## src/rtl/frame_buf_writer.sv

```systemverilog
// Frame-buffer write side: takes a valid/ready RGB pixel stream and writes one
// frame into the BRAM write port. Each frame starts in vertical blank, and the
// write can be mirrored horizontally and/or vertically.
module frame_buf_writer #(
    parameter int H_RES  = 320,
    parameter int V_RES  = 240,
    parameter int ADDR_W = 17,
    parameter int DATA_W = 12
) (
    input  logic              clk,
    input  logic              rst,
    input  logic              start,
    input  logic              cont,
    input  logic              vblank,
    input  logic              hmir,
    input  logic              vmir,
    input  logic              in_valid,
    input  logic              in_sof,
    input  logic [DATA_W-1:0] in_data,
    output logic              in_ready,
    output logic              wea,
    output logic [ADDR_W-1:0] addra,
    output logic [DATA_W-1:0] dina,
    output logic              busy,
    output logic              frame_done,
    output logic              sof_err
);

    localparam int X_W = (H_RES > 1) ? $clog2(H_RES) : 1;
    localparam int Y_W = (V_RES > 1) ? $clog2(V_RES) : 1;

    typedef enum logic [1:0] {IDLE, WAIT_VB, WRITE, DONE} state_t;

    state_t            state, state_nx;
    logic [X_W-1:0]    x, x_nx, wx, xa;
    logic [Y_W-1:0]    y, y_nx, wy, ya;
    logic              synced, synced_nx;
    logic              hmir_l, vmir_l;
    logic              do_write, resync_err;
    logic [ADDR_W-1:0] wr_addr;

    assign in_ready   = (state == WRITE);
    assign busy       = (state != IDLE);
    assign frame_done = (state == DONE);

    // An in_sof beat always lands at (0,0), whatever the counters hold.
    assign wx = in_sof ? '0 : x;
    assign wy = in_sof ? '0 : y;

    // NOTE: every variable driven here gets a default first, so no path can
    // leave a value unassigned and infer a latch.
    always_comb begin
        state_nx   = state;
        x_nx       = x;
        y_nx       = y;
        synced_nx  = synced;
        do_write   = 1'b0;
        resync_err = 1'b0;
        unique case (state)
            IDLE: begin
                if (start) state_nx = WAIT_VB;
            end
            WAIT_VB: begin
                if (vblank) begin
                    state_nx  = WRITE;
                    x_nx      = '0;
                    y_nx      = '0;
                    synced_nx = 1'b0;
                end
            end
            WRITE: begin
                // Beats that arrive before the first in_sof are accepted and dropped.
                if (in_valid && (in_sof || synced)) begin
                    do_write   = 1'b1;
                    synced_nx  = 1'b1;
                    resync_err = in_sof && synced && ((x != '0) || (y != '0));
                    if (wx == X_W'(H_RES - 1)) begin
                        x_nx = '0;
                        y_nx = wy + 1'b1;
                        if (wy == Y_W'(V_RES - 1)) state_nx = DONE;
                    end else begin
                        x_nx = wx + 1'b1;
                        y_nx = wy;
                    end
                end
            end
            DONE: begin
                state_nx = cont ? WAIT_VB : IDLE;
            end
            default: state_nx = IDLE;
        endcase
    end

    always_comb begin
        xa      = hmir_l ? (X_W'(H_RES - 1) - wx) : wx;
        ya      = vmir_l ? (Y_W'(V_RES - 1) - wy) : wy;
        wr_addr = ADDR_W'(ya) * ADDR_W'(H_RES) + ADDR_W'(xa);
    end

    // NOTE: sequential state uses non-blocking assignments only, so every
    // register samples pre-edge values regardless of statement order.
    always_ff @(posedge clk or negedge rst) begin
        if (!rst) begin
            state   <= IDLE;
            x       <= '0;
            y       <= '0;
            synced  <= 1'b0;
            hmir_l  <= 1'b0;
            vmir_l  <= 1'b0;
            wea     <= 1'b0;
            sof_err <= 1'b0;
            // NOTE: the write-port datapath is cleared too, so the BRAM port
            // shows known values straight out of reset.
            addra   <= '0;
            dina    <= '0;
        end else begin
            state   <= state_nx;
            x       <= x_nx;
            y       <= y_nx;
            synced  <= synced_nx;
            wea     <= do_write;
            sof_err <= resync_err;
            if (state == WAIT_VB && vblank) begin
                hmir_l <= hmir;
                vmir_l <= vmir;
            end
            if (do_write) begin
                addra <= wr_addr;
                dina  <= in_data;
            end
        end
    end

endmodule

```

## config.mk

```make
export PLATFORM = sky130hd
export DESIGN_NAME = frame_buf_writer
export DESIGN_NICKNAME = d
export VERILOG_FILES = /design/src/rtl/frame_buf_writer.sv
export SDC_FILE = /design/constraint.sdc
export NUM_CORES = 1
export LEC_CHECK = 0
export CAP_MARGIN = 5
export CORE_ASPECT_RATIO = 1.5
export CORE_UTILIZATION = 30
export CTS_CLUSTER_DIAMETER = 80
export CTS_CLUSTER_SIZE = 10
export DETAILED_ROUTE_END_ITERATION = 8
export GPL_TIMING_DRIVEN = 0
export PLACE_DENSITY_LB_ADDON = 0.25
export SLEW_MARGIN = 20
export SYNTH_ARGS = -nofsm -noshare
export SYNTH_HDL_FRONTEND = slang
export SYNTH_SLANG_ARGS = --single-unit
```

## constraint.sdc

```tcl
create_clock -name clk -period 8 [get_ports clk]
set_clock_uncertainty 0.05 [all_clocks]
set_input_delay 1.2 -clock clk [delete_from_list [all_inputs] [get_ports clk]]
set_output_delay 1.2 -clock clk [all_outputs]
set_load 0.02 [all_outputs]
```

==> out/qor.csv <==
metric,value,unit
"Hold Violations, Final",0,
layout cells sized above 1,7.356,%
Power Dens Cells,352.1,nW/um^2
Initial Utilization,31.18,%
Hold Startpoint,dina[11],
post-synth cell types,55,
post-synthesis cell area,3319,sq um
gr usage total,14.64,%
Post-synth EDFFs,0,
number of global-route vias before repair,2758,
Max VDD drop,0.1641,mV
Combinational Power Share,58.4,%
Yosys reg bits,53,
setup TNS,0,ns
"most common cell after layout, fill and taps aside",nand2_1,
# Post-CTS Setup Buffers,0,
"Reg clk slew, reported paths",0.07,ns
Max Clk Rate,249.0,MHz
Detail Placement HPWL,5928,microns
Place WS,3.644,ns
detailed-router iteration count before antenna repair,4,
min Tclk post-route,4.016,ns
Worst Setup Start Kind,input port,
initial antenna violation count,0,
Max Slew Vio Count,0,
routed wire length,7825,microns
drt first-iter violations,66,
CTS tree,yes,
most frequent cells in the layout,"nand2_1 (83), dfrtp_1 (53), clkdlybuf4s50_1 (52)",
Die Span Y,130.8,microns
Die W,87.89,microns
final setup margin,3.984,ns
Synth Warn #,0,
average size of a mapped cell,8.875,sq um
"Top FF cell, synth",dfrtp_1,
area of the die,11500,sq um
outcome,completed,
critical path type,in -> reg,
Antenna Nets Post-Route,0,
sequential-to-total area share from yosys stat,39.95,%
reg-to-reg critical path startpoint,y[5],
Pint,0.8482,mW
CP Launch Point,in_sof,
post-route clock period utilization,50.20,%
first-pass GRT wire length,12990,microns
clock latency at the later pin of the worst-skew pair,0.30,ns
Core ar.,10650,sq um
total CTS buffers,5,
drt drc,0,
"Async S/R FF share, synth",100.0,%
RSZ-0062 raised after global routing,false,
CTS Sinks,53,
Setup-failing EPs final,0,
CTS H-Tree Depth,2,
largest net degree at the start of global routing,54,
"Hold-fix buffers, CTS",0,
GPL Wtd Cong,0.8885,
Overall Power,1.470,mW
total grt overflow,0,
switching portion of total power,42.29,%
Syn Inst Count,374,
Static Leak,1.871,nW
clock power share,14.9,%
area delta synth->final,25.74,%
Reg power frac,26.8,%
# diodes,0,
maxcap violations,0,
CP required,8.16,ns
worst slew pin tran,0.7289,ns
FP Rows,46,
Worst Path Max Fanout,10,
Longest Clk Path Bufs,2,
final-stage net count,478,
# IOs,55,
synthesized net count,418,
Vias/cell,4.834,
Wirelength per Cell,13.51,microns
PortBufs,53,
worst min path class,reg -> reg,
Worst EP arrival,4.18,ns
Slew HR,51.08,%
CTS root buffer,clkbuf_16,
Setup crit end kind,flop,
routed via count,2799,
Net Sw Power,0.6215,mW
Post-CTS Resized,0,
## synth_stat cells, types with 3 or more instances
| cell | n | area [sq um] |
|---|---|---|
| nand2_1 | 83 | 311.6 |
| dfrtp_1 | 53 | 1326 |
| o21ai_0 | 42 | 210.2 |
| ha_1 | 21 | 262.8 |
| inv_1 | 18 | 67.56 |
| xnor2_1 | 18 | 157.7 |
| nor2b_1 | 17 | 106.4 |
| nor2_1 | 14 | 52.55 |
| a21oi_1 | 9 | 45.04 |
| nand3_1 | 9 | 45.04 |
| xor2_1 | 7 | 61.31 |
| clkbuf_1 | 6 | 22.52 |
| o31ai_1 | 5 | 37.54 |
| nor4_1 | 4 | 25.02 |
| or2_2 | 4 | 25.02 |
| a211o_1 | 3 | 26.28 |
| a31oi_1 | 3 | 18.77 |
| a32o_1 | 3 | 30.03 |
| and3_1 | 3 | 18.77 |
| buf_6 | 3 | 33.78 |
| nand2b_1 | 3 | 18.77 |
| nand3b_1 | 3 | 22.52 |
| nand4_1 | 3 | 18.77 |
## power by group through the flow
stage	Combinational [mW]	Sequential (mW)	Clock [mW]
after floorplan	0.504	0.478	0
after global routing	0.957	0.405	0.238
after global placement	0.845	0.398	0
after detailed placement	0.863	0.401	0
after CTS	0.868	0.395	0.226
final	0.858	0.393	0.219
## worst max-delay path: stages
cell      delay [ns]
buf_6           0.13
clkbuf_1        0.43
nor2b_1         0.15
xor2_1          0.20
ha_1            0.30
ha_1            0.16
inv_1           0.06
fa_1            0.41
nor2b_1         0.18
o22ai_1         0.12
xnor2_1         0.27
nand3_1         0.17
a211o_1         0.25
a31oi_1         0.15
## metal layers
layer / routed length, microns / share of wire (%) / track usage [%] / vias up
met5: 0 / 0 / 0 / -
met4: 281 / 3.6 / 7.522 / 0
met3: 302 / 3.9 / 2.387 / 18
met2: 3961 / 51 / 26.72 / 69
met1: 3280 / 42 / 16.07 / 1310
li1: - / - / - / 1402
## registers in the layout, summed over array words and instances (netlist names)
name	count
hmir_l	1
x	9
wea	1
dina	12
vmir_l	1
y	8
sof_err	1
addra	17
synced	1
state	2
## layout make-up
class	count	area, sq um
plain buffers	13	77.57
clock inverters	3	21.27
inverters	19	71.32
well taps	144	180.2
clock buffers	5	125.1
multi-input cells	289	1844
flip-flops and latches	53	1326
repair buffers	53	528.0
fillers	1095	6474
## through the flow
step                      area (sq um)  hold slack [ns]  utilization, %  cells
after floorplan                   3319           0.4191               -    374
after global placement            4030           0.4093           37.85    571
after detailed placement          4028           0.4117           37.83    571
after CTS                         4174           0.4297           39.20    579
after global routing              4174           0.4407           39.20    579
final                             4174           0.4246           39.20    579
## cells by family after synthesis
family / share of synthesized area (%)
buf+inv: 4.485
simple gates: 23.29
xor+xnor: 6.596
compound gates: 15.57
flops: 39.95
fa+ha+maj: 9.122
mux: 0.9800
## final timing paths
kind	end	slack (ns)	cells after the start
hold reg to reg	dina[11]	0.42	2
max in group asynchronous	dina[11]	6.53	1
setup reg to reg	addra[15]	4.89	12
setup / recovery	addra[16]	3.98	14
hold / removal	dina[11]	0.42	2
min in group asynchronous	y[4]	0.90	1
(Power assumes the default switching activity.)
